### config.mk
export PLATFORM = sky130hd
export DESIGN_NAME = rescaler
export DESIGN_NICKNAME = d
export VERILOG_FILES = /design/src/rtl/rescaler.sv
export SDC_FILE = /design/constraint.sdc
export NUM_CORES = 1
export LEC_CHECK = 0
export CORE_UTILIZATION = 47
export CTS_CLUSTER_DIAMETER = 120
export DETAILED_ROUTE_END_ITERATION = 8
export HOLD_SLACK_MARGIN = 0.02
export PLACE_DENSITY = 0.76
export SLEW_MARGIN = 5
export SYNTH_ARGS = -nofsm -noshare
export SYNTH_HDL_FRONTEND = slang
export SYNTH_SLANG_ARGS = --single-unit
### constraint.sdc
create_clock -name clk -period 1.7 [get_ports clk]
set_input_delay 0.34 -clock clk [delete_from_list [all_inputs] [get_ports clk]]
set_output_delay 0.34 -clock clk [all_outputs]
set_load 0.01 [all_outputs]
### src/rtl/rescaler.sv
// Rescaler at the end of the reciprocal path: undoes the input scaler's
// normalisation by shifting the core's estimate one bit per clock, saturating on left overflow.
module rescaler #(
  parameter int W  = 16,
  parameter int SW = 3
) (
  input  logic                clk,
  input  logic                rst,
  input  logic                start_i,
  input  logic signed [W-1:0] y_i,
  input  logic [SW-1:0]       shift_l_i,
  input  logic [SW-1:0]       shift_r_i,
  output logic signed [W-1:0] result_o,
  output logic                done_o,
  output logic                busy_o,
  output logic                sat_o
);

  typedef enum logic [1:0] {
    IDLE  = 2'd0,
    SHIFT = 2'd1,
    DONE  = 2'd2
  } state_t;

  localparam logic [SW-1:0] CNT_ZERO = SW'(0);
  localparam logic [SW-1:0] CNT_ONE  = SW'(1);

  // Largest magnitude of the matching sign, used when a left shift overflows.
  function automatic logic signed [W-1:0] clamp_val(input logic neg);
    clamp_val = neg ? {1'b1, {(W-1){1'b0}}} : {1'b0, {(W-1){1'b1}}};
  endfunction

  state_t              state_q, state_d;
  logic signed [W-1:0] work_q, work_d;
  logic signed [W-1:0] result_q, result_d;
  logic [SW-1:0]       cnt_q, cnt_d;
  logic                dir_left_q, dir_left_d;
  logic                sat_q, sat_d;
  logic                sat_out_q, sat_out_d;
  logic                done_q, done_d;
  logic                busy_q, busy_d;

  logic signed [SW:0]  net_s;
  logic [SW-1:0]       cnt_start_s;
  logic signed [W-1:0] shifted_s;
  logic                ovf_s;

  // Next-state and datapath logic for capture, shifting and completion.
  always_comb begin
    net_s       = $signed({1'b0, shift_l_i}) - $signed({1'b0, shift_r_i});
    cnt_start_s = net_s[SW] ? SW'(-net_s) : SW'(net_s);
    // Overflow when the bit about to become the sign differs from the sign.
    ovf_s       = dir_left_q && (work_q[W-1] != work_q[W-2]);
    if (dir_left_q) begin
      shifted_s = {work_q[W-2:0], 1'b0};
    end else begin
      shifted_s = {work_q[W-1], work_q[W-1:1]};
    end

    state_d    = state_q;
    work_d     = work_q;
    result_d   = result_q;
    cnt_d      = cnt_q;
    dir_left_d = dir_left_q;
    sat_d      = sat_q;
    sat_out_d  = sat_out_q;
    done_d     = 1'b0;

    case (state_q)
      IDLE: begin
        if (start_i) begin
          work_d     = y_i;
          cnt_d      = cnt_start_s;
          dir_left_d = !net_s[SW] && (|net_s);
          sat_d      = 1'b0;
          if (cnt_start_s == CNT_ZERO) begin
            state_d   = DONE;
            result_d  = y_i;
            sat_out_d = 1'b0;
            done_d    = 1'b1;
          end else begin
            state_d = SHIFT;
          end
        end else begin
          state_d = IDLE;
        end
      end
      SHIFT: begin
        if (ovf_s) begin
          work_d    = clamp_val(work_q[W-1]);
          cnt_d     = CNT_ZERO;
          sat_d     = 1'b1;
          state_d   = DONE;
          result_d  = clamp_val(work_q[W-1]);
          sat_out_d = 1'b1;
          done_d    = 1'b1;
        end else begin
          work_d = shifted_s;
          cnt_d  = cnt_q - CNT_ONE;
          if (cnt_q == CNT_ONE) begin
            state_d   = DONE;
            result_d  = shifted_s;
            sat_out_d = sat_q;
            done_d    = 1'b1;
          end else begin
            state_d = SHIFT;
          end
        end
      end
      DONE: begin
        state_d = IDLE;
      end
      default: begin
        state_d = IDLE;
      end
    endcase

    busy_d = (state_d != IDLE);
  end

  // State and output registers; reset aborts any job in flight.
  always_ff @(posedge clk or negedge rst) begin
    if (!rst) begin
      state_q    <= IDLE;
      work_q     <= {W{1'b0}};
      result_q   <= {W{1'b0}};
      cnt_q      <= CNT_ZERO;
      dir_left_q <= 1'b0;
      sat_q      <= 1'b0;
      sat_out_q  <= 1'b0;
      done_q     <= 1'b0;
      busy_q     <= 1'b0;
    end else begin
      state_q    <= state_d;
      work_q     <= work_d;
      result_q   <= result_d;
      cnt_q      <= cnt_d;
      dir_left_q <= dir_left_d;
      sat_q      <= sat_d;
      sat_out_q  <= sat_out_d;
      done_q     <= done_d;
      busy_q     <= busy_d;
    end
  end

  assign result_o = result_q;
  assign done_o   = done_q;
  assign busy_o   = busy_q;
  assign sat_o    = sat_out_q;

endmodule

==> run summary <==
crit-path max cell delay - 560 ps
via count - 1969
Worst-Skew Late Latency - 290 ps
clock root buffer master - clkbuf_8
most used routing layer - met2
sequential fraction of design power - 28.4%
CP Launch Point - shift_l_i[0]
gr usage total - 21.63%
Ports - 44
Register Area - 1051 um2
failing checks - negative setup slack
TritonCTS clock tree - done
Critical Path Most Common Cell - ha_4
post-DR vias/cell - 5.380
standard-cell rows - 25
Crit-path slowest cell - fa_2
DR pass1 iterations - 4
Max Freq - 0.5165 GHz
GRT Residual Overflow - 0
Yosys warning total - 0
final clock skew - 1.833 ps
Leak - 0.001473 uW
Worst-path clk slew - 80 ps
# H-tree levels - 2
max-cap violation count - 0
initial cell density of the core - 50.43%
top_reg_cell synth - dfrtp_1
Hold Path Depth - 1
final period utilization - 113.9%
Syn Area/Cell - 10.45 um2
WL final - 5349 um
Die Ht - 74.13 um
Crit Path Class - in -> reg
Pwr per Cell Area - 1953 nW/um2
fin nets - 330
Ant. Diodes - 0
die area - 5495 um2
reg2reg path depth - 7
Final Hold Fails - 0
CP max FO - 8
register area share after synthesis - 42.99%
Placed Area - 3123 um2
Clk pwr share - 9.8%
CP cell instances - buf_8 -> inv_8 -> ha_4 -> fa_2 -> ha_4 -> and2_4 -> o2bb2ai_4 -> buf_12 -> mux2_4
status - finished, violations left
post-route cell area - 3376 um2
Multi-input gate area - 1388 um2
CTS Buf Count - 5
CORE AREA - 4848 um2
Final HPWL DP - 3714 um
Slew HR - 68.37%
WHS - 502.2 ps
Peak VDD IR - 0.9454 mV
vias in the first global route - 1924
WP data required - 1880 ps
final setup fails - 18
worst hold path type - reg -> reg
Placer Congestion - 0.7726
power share of the combinational group - 61.8%
setup_tns - -3895 ps
WP data arrival - 2120 ps
CP endpoint kind - flip-flop
Yosys cell types - 41
WL/cell - 14.61 um
largest net degree at the start of global routing - 25
internal power - 4103 uW
register bit count reported by yosys - 42
Final ANT Viol Nets - 0
Tightest Pin Transition - 474.5 ps
IO Port Bufs - 43
fillers - 365
Final Max Slew Viols - 0
clock sinks - 42
grt met1 use - 28.61%
share of layout cells above drive strength 1 - 30.10%
Area Growth Syn to Fin - 38.08%
Post-Syn Nets - 266
RSZ-0062 raised after global routing - true
drt drc - 0
Post-synth ARST share - 100.0%
DRT iter0 DRCs - 131
RR Startpoint - cnt_q[1]
worst-case clock buffer depth - 2
switching share of power - 37.77%
Syn Inst Count - 234
HP Start - sat_q
Tmin final - 1936 ps
first-pass GRT wire length - 8914 um
P_sw - 2490 uW
EDFF count, synth - 0
initial antenna violation count - 0
Die Wd - 74.13 um
CP Launch Type - input pin
final worst slack - -235.9 ps
met2 Track Usage GR - 35.86%
post-synthesis cell area - 2445 um2
Final Total Pwr - 6592 uW
grt met3 use - 3.794%
[worst max-delay path: cells and delay by family]
family                     cells  cell delay [ps]
muxes                          1              300
buffers and inverters          3              290
and+or+nand+nor                1              150
adders and majority gates      3              840
AOI/OAI and AO/OA              1              200
[power groups by stage]
| stage | sequential [uW] | combinational, uW | clock [uW] |
|---|---|---|---|
| 6_report | 1870 | 4070 | 643 |
| 5_1_grt | 1950 | 4430 | 702 |
| 4_1_cts | 1870 | 4040 | 668 |
| 3_5_place_dp | 1890 | 3780 | 0 |
| 3_3_place_gp | 1870 | 3710 | 0 |
| 2_1_floorplan | 1920 | 2440 | 0 |
[cells in the mapped netlist, types with 3 or more instances]
library cell / instances / area [um2]
mux2_2: 23 / 259.0
a21oi_1: 5 / 25.02
ha_1: 6 / 75.07
nand2b_1: 14 / 87.58
dfrtp_1: 42 / 1051
inv_1: 9 / 33.78
o31ai_1: 13 / 97.59
a211oi_1: 12 / 90.09
and2b_1: 3 / 22.52
nor2_1: 16 / 60.06
nor2b_1: 13 / 81.33
clkbuf_1: 6 / 22.52
nand2_1: 25 / 93.84
o211ai_1: 3 / 22.52
buf_2: 5 / 25.02
mux2_4: 9 / 135.1
o21ai_0: 4 / 20.02
[cell usage in the layout (no fill, tap or decap), types with 3 or more instances in the layout]
| cell type | n |
|---|---|
| o211ai_1 | 3 |
| clkdlybuf4s50_1 | 36 |
| ha_1 | 3 |
| dfrtp_1 | 42 |
| nand2_1 | 24 |
| mux2_2 | 15 |
| inv_2 | 4 |
| a21oi_1 | 4 |
| inv_1 | 5 |
| nor2b_1 | 13 |
| o31ai_1 | 12 |
| ha_4 | 3 |
| buf_12 | 4 |
| and2b_1 | 3 |
| nor2_1 | 16 |
| mux2_4 | 17 |
| buf_4 | 21 |
| clkbuf_8 | 5 |
| a211oi_1 | 12 |
| o21ai_0 | 3 |
| nand2b_1 | 14 |
[state kept, by name, indices dropped and copies added (netlist names)]
name        count
sat_q           1
dir_left_q      1
work_q         16
sat_o           1
result_o       16
state_q         2
busy_o          1
cnt_q           3
done_o          1
[metrics by stage]
stage	instances	setup WS, ps	util [%]
detailed placement	352	-1019	64.41
global route	366	-267.1	69.63
finish	366	-235.9	69.63
floorplan	234	-440.4	-
CTS	365	-282.7	68.57
global placement	352	-975.5	64.41
[final timing paths]
kind                          endpoint  slack [ps]
max                        result_o[2]        -240
min                              sat_q         500
max reg2reg                result_o[2]         -90
min reg2reg                      sat_q         500
max in group asynchronous   work_q[12]         680
min in group asynchronous       done_o         540
[layout make-up]
| cell class | instances | share of cell area [%] |
|---|---|---|
| Clock inverter | 3 | 0.6301 |
| Clock buffer | 5 | 2.039 |
| Multi-Input combinational cell | 168 | 41.10 |
| Inverter | 10 | 1.334 |
| Tap cell | 67 | 2.483 |
| Timing Repair Buffer | 71 | 21.28 |
| Sequential cell | 42 | 31.13 |
[layer usage]
layer,wire length [um],up-vias
met4,72,0
met2,2540,53
met3,275,7
li1,-,953
met1,2460,956
met5,0,-
[kinds of logic after synthesis]
family / synth area share [%]
xor+xnor: 1.382
compound gates: 15.66
flops: 42.99
buf+inv: 4.452
simple gates: 15.51
mux: 16.12
fa+ha+maj: 3.889
[timing repair]
item / CTS / global route
gates resized for setup: 27 / 15
hold buffers: 1 / 0
setup endpoints to repair: 23 / 26
endpoints found under the hold margin: 18 / 0
setup buffers: 3 / 1
pin swaps: 6 / 6
gates cloned: 1 / 0
(Power assumes the default switching activity.)
